## src/rtl/bram_ctrl_pkg.sv

```systemverilog
// Shared types for the two-read/one-write BRAM controller.
// FSM state encoding and response FIFO depth.
package bram_ctrl_pkg;

    typedef enum logic {
        INIT = 1'b0,
        RUN  = 1'b1
    } state_t;

    localparam int RESP_FIFO_DEPTH = 2;

endpackage

```

## src/rtl/bram_ctrl_resp_fifo.sv

```systemverilog
// Per-port read response FIFO, valid/ready on the pop side.
// Outputs zero data while empty.
module bram_ctrl_resp_fifo
    import bram_ctrl_pkg::*;
#(
    parameter  int W  = 32,
    localparam int PW = $clog2(RESP_FIFO_DEPTH),
    localparam int CW = $clog2(RESP_FIFO_DEPTH + 1)
) (
    input  logic          CLK,
    input  logic          nRST,
    input  logic          i_push,
    input  logic [W-1:0]  i_data,
    output logic          o_valid,
    input  logic          i_ready,
    output logic [W-1:0]  o_data,
    output logic [CW-1:0] o_count
);

    logic [W-1:0]  r_mem [RESP_FIFO_DEPTH];
    logic [PW-1:0] r_wp;
    logic [PW-1:0] r_rp;
    logic [CW-1:0] r_cnt;
    logic          w_full;
    logic          w_pop;
    logic          w_push;

    assign w_full  = (r_cnt == CW'(RESP_FIFO_DEPTH));
    assign o_valid = (r_cnt != '0);
    assign w_pop   = o_valid & i_ready;
    // a full FIFO still takes a push when the head leaves this cycle
    assign w_push  = i_push & (~w_full | w_pop);
    assign o_data  = o_valid ? r_mem[r_rp] : '0;
    assign o_count = r_cnt;

    always_ff @(posedge CLK or negedge nRST) begin
        if (!nRST) begin
            r_wp  <= '0;
            r_rp  <= '0;
            r_cnt <= '0;
            for (int i = 0; i < RESP_FIFO_DEPTH; i++) begin
                r_mem[i] <= '0;
            end
        end else begin
            if (w_push) begin
                r_mem[r_wp] <= i_data;
                r_wp        <= r_wp + PW'(1);
            end
            if (w_pop) begin
                r_rp <= r_rp + PW'(1);
            end
            r_cnt <= r_cnt + CW'(w_push) - CW'(w_pop);
        end
    end

endmodule

```

## src/rtl/bram_2r1w_ctrl.sv

```systemverilog
// Two-read/one-write BRAM controller with power-up clear.
// Define BRAM_CTRL_WR_BYPASS_EN to forward same-cycle write bytes to reads.
module bram_2r1w_ctrl
    import bram_ctrl_pkg::*;
#(
    parameter  int INNER_WIDTH = 32,
    parameter  int OUTER_WIDTH = 32,
    localparam int IW          = $clog2(OUTER_WIDTH),
    localparam int BW          = INNER_WIDTH / 8
) (
    input  logic                   CLK,
    input  logic                   nRST,
    input  logic                   rd0_req_valid,
    output logic                   rd0_req_ready,
    input  logic [IW-1:0]          rd0_req_index,
    output logic                   rd0_resp_valid,
    input  logic                   rd0_resp_ready,
    output logic [INNER_WIDTH-1:0] rd0_resp_data,
    input  logic                   rd1_req_valid,
    output logic                   rd1_req_ready,
    input  logic [IW-1:0]          rd1_req_index,
    output logic                   rd1_resp_valid,
    input  logic                   rd1_resp_ready,
    output logic [INNER_WIDTH-1:0] rd1_resp_data,
    input  logic                   wr_valid,
    output logic                   wr_ready,
    input  logic [IW-1:0]          wr_index,
    input  logic [BW-1:0]          wr_byte_en,
    input  logic [INNER_WIDTH-1:0] wr_data,
    output logic                   init_done,
    output logic                   port0_ren,
    output logic [IW-1:0]          port0_rindex,
    input  logic [INNER_WIDTH-1:0] port0_rdata,
    output logic                   port1_ren,
    output logic [IW-1:0]          port1_rindex,
    input  logic [INNER_WIDTH-1:0] port1_rdata,
    output logic [BW-1:0]          wen_byte,
    output logic [IW-1:0]          windex,
    output logic [INNER_WIDTH-1:0] wdata
);

    localparam int W  = INNER_WIDTH;
    localparam int CW = $clog2(RESP_FIFO_DEPTH + 1);

    state_t        r_state;
    state_t        w_state_nxt;
    logic [IW-1:0] r_cnt;
    logic          w_init_done;
    logic          w_wr_acc;

    logic [1:0]    w_req_valid;
    logic [1:0]    w_req_ready;
    logic [1:0]    w_acc;
    logic [1:0]    w_resp_valid;
    logic [1:0]    w_resp_ready;
    logic [IW-1:0] w_req_idx    [2];
    logic [W-1:0]  w_port_rdata [2];
    logic [W-1:0]  w_resp_data  [2];

    always_ff @(posedge CLK or negedge nRST) begin
        if (!nRST) begin
            r_state <= INIT;
        end else begin
            r_state <= w_state_nxt;
        end
    end

    always_ff @(posedge CLK or negedge nRST) begin
        if (!nRST) begin
            r_cnt <= '0;
        end else if (r_state == INIT) begin
            r_cnt <= r_cnt + IW'(1);
        end
    end

    always_comb begin
        w_state_nxt = r_state;
        w_init_done = 1'b0;
        wen_byte    = '0;
        windex      = '0;
        wdata       = '0;
        unique case (r_state)
            INIT: begin
                // reset holds the write port quiet even though state is INIT
                if (nRST) begin
                    wen_byte = '1;
                    windex   = r_cnt;
                end
                if (r_cnt == IW'(OUTER_WIDTH - 1)) begin
                    w_state_nxt = RUN;
                end
            end
            RUN: begin
                w_init_done = 1'b1;
                if (wr_valid) begin
                    wen_byte = wr_byte_en;
                    windex   = wr_index;
                    wdata    = wr_data;
                end
            end
            default: ;
        endcase
    end

    assign init_done = w_init_done;
    assign wr_ready  = w_init_done;
    assign w_wr_acc  = wr_valid & w_init_done;

    assign w_req_valid     = {rd1_req_valid, rd0_req_valid};
    assign w_resp_ready    = {rd1_resp_ready, rd0_resp_ready};
    assign w_req_idx[0]    = rd0_req_index;
    assign w_req_idx[1]    = rd1_req_index;
    assign w_port_rdata[0] = port0_rdata;
    assign w_port_rdata[1] = port1_rdata;

    assign rd0_req_ready  = w_req_ready[0];
    assign rd1_req_ready  = w_req_ready[1];
    assign rd0_resp_valid = w_resp_valid[0];
    assign rd1_resp_valid = w_resp_valid[1];
    assign rd0_resp_data  = w_resp_data[0];
    assign rd1_resp_data  = w_resp_data[1];
    assign port0_ren      = w_acc[0];
    assign port1_ren      = w_acc[1];
    assign port0_rindex   = w_acc[0] ? w_req_idx[0] : '0;
    assign port1_rindex   = w_acc[1] ? w_req_idx[1] : '0;

`ifdef BRAM_CTRL_WR_BYPASS_EN
    logic [W-1:0] w_wr_bits;
    logic [W-1:0] r_byp_data;

    always_comb begin
        w_wr_bits = '0;
        for (int i = 0; i < W; i++) begin
            w_wr_bits[i] = wr_byte_en[i/8];
        end
    end

    always_ff @(posedge CLK or negedge nRST) begin
        if (!nRST) begin
            r_byp_data <= '0;
        end else if (w_wr_acc) begin
            r_byp_data <= wr_data;
        end
    end
`endif

    for (genvar g = 0; g < 2; g++) begin : g_rd
        logic          r_inflight;
        logic [CW-1:0] w_cnt;
        logic [W-1:0]  w_push_data;

        // a read in flight already owns a FIFO slot
        assign w_req_ready[g] = w_init_done &
            ((w_cnt + CW'(r_inflight)) < CW'(RESP_FIFO_DEPTH));
        assign w_acc[g] = w_req_valid[g] & w_req_ready[g];

        always_ff @(posedge CLK or negedge nRST) begin
            if (!nRST) begin
                r_inflight <= 1'b0;
            end else begin
                r_inflight <= w_acc[g];
            end
        end

`ifdef BRAM_CTRL_WR_BYPASS_EN
        logic [W-1:0] r_byp_bits;

        always_ff @(posedge CLK or negedge nRST) begin
            if (!nRST) begin
                r_byp_bits <= '0;
            end else if (w_acc[g] & w_wr_acc &
                         (wr_index == w_req_idx[g])) begin
                r_byp_bits <= w_wr_bits;
            end else begin
                r_byp_bits <= '0;
            end
        end

        assign w_push_data = (w_port_rdata[g] & ~r_byp_bits) |
                             (r_byp_data & r_byp_bits);
`else
        assign w_push_data = w_port_rdata[g];
`endif

        bram_ctrl_resp_fifo #(
            .W (W)
        ) u_fifo (
            .CLK     (CLK),
            .nRST    (nRST),
            .i_push  (r_inflight),
            .i_data  (w_push_data),
            .o_valid (w_resp_valid[g]),
            .i_ready (w_resp_ready[g]),
            .o_data  (w_resp_data[g]),
            .o_count (w_cnt)
        );
    end

endmodule

```

## config.mk

```make
export PLATFORM = sky130hd
export DESIGN_NAME = bram_2r1w_ctrl
export DESIGN_NICKNAME = d
export VERILOG_FILES = /design/src/rtl/bram_ctrl_pkg.sv /design/src/rtl/bram_ctrl_resp_fifo.sv /design/src/rtl/bram_2r1w_ctrl.sv
export SDC_FILE = /design/constraint.sdc
export NUM_CORES = 1
export LEC_CHECK = 0
export BUFFER_PORTS_ARGS = -buffer_cell sky130_fd_sc_hd__buf_4
export CORE_MARGIN = 4
export CORE_UTILIZATION = 51
export CTS_CLUSTER_DIAMETER = 100
export CTS_CLUSTER_SIZE = 24
export DETAILED_ROUTE_END_ITERATION = 10
export GPL_ROUTABILITY_DRIVEN = 1
export MAX_ROUTING_LAYER = met4
export PLACE_DENSITY = 0.77
export SYNTH_ARGS = -nofsm -noshare
export SYNTH_HDL_FRONTEND = slang
export SYNTH_HIERARCHICAL = 1
export SYNTH_SLANG_ARGS = --single-unit
```

## constraint.sdc

```tcl
create_clock -name CLK -period 2.4 [get_ports CLK]
set_input_delay 0.12 -clock CLK [delete_from_list [all_inputs] [get_ports CLK]]
set_output_delay 0.12 -clock CLK [all_outputs]
set_load 0.01 [all_outputs]
```

==> impl_metrics.toml <==
[status]
status = "complete, no violations"

[clock_network]
cts_sinks = 144
postCtsSetupBuffers = 0
clock_path_buffers = 2
root_buffer = "clkbuf_16"
cts_made_buffers = 17
clock_latency_ps = 420
clkTransAtPathRegs_ps = 60
htreeDepth = 4
cts_tree = "done"

[timing]
post-route-min-period_ps = 1980
clock-skew-final_ps = 11.6
maxSlewViolCount = 0
fmax_mhz = 506
tightest_slew_ps = 958
tns_ps = 0
setup_viol = 0
hold_viol_final = 0
period_share_pct = 82.4
rsz0062_at_grt = "no"
relSlewSlack_pct = 36.1
hold_ws_ps = 76.6

[routing]
ant_nets = 0
first_pass_iters = 4
totalWireLength_microns = 19700
avgViaCountPerCell = 5.26
wire_per_inst_microns = 18.9
drtIter0Drc = 266
drc = 0
num_vias = 5494

[setup_path]
reg2reg_from = "g_rd[1].u_fifo/o_count[0]"
crit_fanout = 46
cp-startpoint = "r_state"
critPathKind = "reg -> out"
crit_path_frequent_cell = "buf_4"
max_stage_delay_ps = 450
required_ps = 2280
reg2reg_depth = 7
critPathCaptureType = "output pin"
ff2ff_setup_slack_ps = 590
critPathLaunchType = "flop"
crit_slowest_cell = "dfrtp_1"
crit_arrival_ps = 1860
reg2reg_to = "g_rd[1].u_fifo/o_count[1]"
worstPathCellList = "buf_4, nand2_1, nor3_1, buf_4"

[global_route]
grt_pass1_wl_microns = 31500
gr-total-overflow = 0
grt_pass1_vias = 5903
grt_max_degree = 78
grt_antenna_before_repair = 0
grt_use_total_pct = 24.7

[logic_synthesis]
synthArstFlopShare_pct = 100
synth_flop_cell = "dfrtp_1"
seq_area_frac_synth_pct = 48.1
syn_inst = 549
ys_types = 33
synth.top_cell.area_share_pct = 48.1
yosysWarnings = 6
netlist_top_cells_area = "dfrtp_1, mux2_4, mux2i_1"
avgSynthCellArea_sq_um = 13.6
synth_edf_count = 0
syn_nets = 677
synth_top_area_cell = "dfrtp_1"
synth_seq_cells = 144
synth_area_sq_mm = 0.00749

[cells_and_area]
drive_gt1_share_pct = 50.2
mostFrequentLayoutCells = "buf_4, dfrtp_1, mux2_4"
fin_nets = 978
final_area_sq_mm = 0.0107
final_core_util_pct = 74.1
num-fill-cells = 937
areaGrowthSynthToFinish_pct = 43.2
fin_cells = 1045
final_common_cell = "buf_4"
diodes = 0

[floorplanning]
die_area_sq_mm = 0.0167
die_y_microns = 129
start_util_pct = 51.7
row_count = 44
pin_count = 245
core_sq_mm = 0.0145
die_w_microns = 129

[placement]
port_buffers = 244
gp_congestion = 0.848
post-place-cells = 949
dpl_cell_area_sq_mm = 0.00946
dp_hpwl_microns = 12800

[power_and_ir_drop]
leakagePower_nw = 5.40
peakVddDrop_v = 0.000815
power_density_mw_per_mm2 = 1370

[min_path]
hold_class = "in -> reg"
whs_endpoint = "g_rd[0].u_fifo/r_rp"
whs_path_depth = 3
hold_path.startpoint = "rd0_resp_ready"

[run]
cap_viol_max_count = 0
-- Yosys cell counts (4+ instances only) --
library cell	number
nand3_1	5
nor3_1	7
clkbuf_1	11
nor2_1	66
xnor2_1	9
and3_1	33
mux2i_1	64
buf_2	13
a22o_1	4
buf_6	12
nand2_1	4
a21o_1	4
nor3b_4	4
mux2_2	10
inv_1	4
mux2_4	120
dfrtp_1	144
nor4b_2	5
ha_1	6
-- layer usage --
layer  vias to the layer above  wire length, microns  global-route usage, %
met5                         -                     0                      -
met4                         0                   274                   7.16
met3                        29                   959                   5.85
met2                       159                  9980                   40.2
met1                      2789                  8520                   30.8
li1                       2517                     -                      -
-- sequential cells by signal, indices dropped and copies added, names as in the netlist --
signal	count
g_rd.u_fifo/r_mem	128
r_cnt	5
g_rd.u_fifo/o_count	4
g_rd.r_inflight	2
g_rd.u_fifo/r_rp	2
g_rd.u_fifo/r_wp	2
r_state	1
-- kinds of logic (layout without fill, tap and decap cells) --
family / count (synthesis) / in the layout / share of synthesized area [%]
adder cells (fa/ha/maj): 6 / 6 / 1.00
XOR/XNOR: 11 / 11 / 1.29
multiplexers: 194 / 194 / 34.1
AND/OR/NAND/NOR: 140 / 140 / 10.5
flip-flops: 144 / 144 / 48.1
buffers and inverters: 43 / 355 / 3.72
AO/OA/AOI/OAI: 11 / 11 / 1.24
-- stage by stage --
step | total power (W) | setup WS (ps)
3_5_place_dp | 0.0117 | 611
5_1_grt | 0.0154 | 323
3_3_place_gp | 0.0115 | 668
6_report | 0.0146 | 422
2_1_floorplan | 0.00906 | 578
4_1_cts | 0.0147 | 405
-- cell type report --
| class | count | area, sq um | area share (%) |
|---|---|---|---|
| inverters | 4 | 15.0 | 0.140 |
| repair buffers | 321 | 2640 | 24.6 |
| well taps | 184 | 230 | 2.15 |
| flip-flops and latches | 144 | 3610 | 33.6 |
| clock buffers | 19 | 443 | 4.13 |
| clock inverters | 11 | 165 | 1.54 |
| multi-input cells | 362 | 3620 | 33.8 |
-- report_power, final --
group          internal [W]  leakage, nW  switching (W)
Clock               0.00175        0.298        0.00100
Sequential          0.00366         1.70       0.000853
Combinational       0.00428         3.40        0.00311
Total               0.00968         5.40        0.00496
-- worst max-delay path, delay by kind of cell, from the launching register on --
family | cells | cell delay, ps
AND/OR/NAND/NOR | 2 | 390
flip-flops | 1 | 450
buffers and inverters | 2 | 580
-- worst max path at each step --
| stage | end | slack (ps) | cells past startpoint |
|---|---|---|---|
| finish | port1_ren | 420 | 4 |
| global route | port1_ren | 320 | 4 |
| CTS | port1_ren | 410 | 4 |
| detailed placement | g_rd[1].u_fifo/o_count[1] | 610 | 7 |
| global placement | g_rd[0].u_fifo/r_mem[36] | 670 | 4 |
| floorplan | g_rd[0].u_fifo/o_count[1] | 580 | 8 |
-- what timing repair did --
item,4_1_cts,5_1_grt
hold endpoints to repair,220,0
gates resized for setup,0,0
hold buffers,66,0
setup endpoints to repair,0,0
No activity file was read; power rests on OpenSTA's default activity.
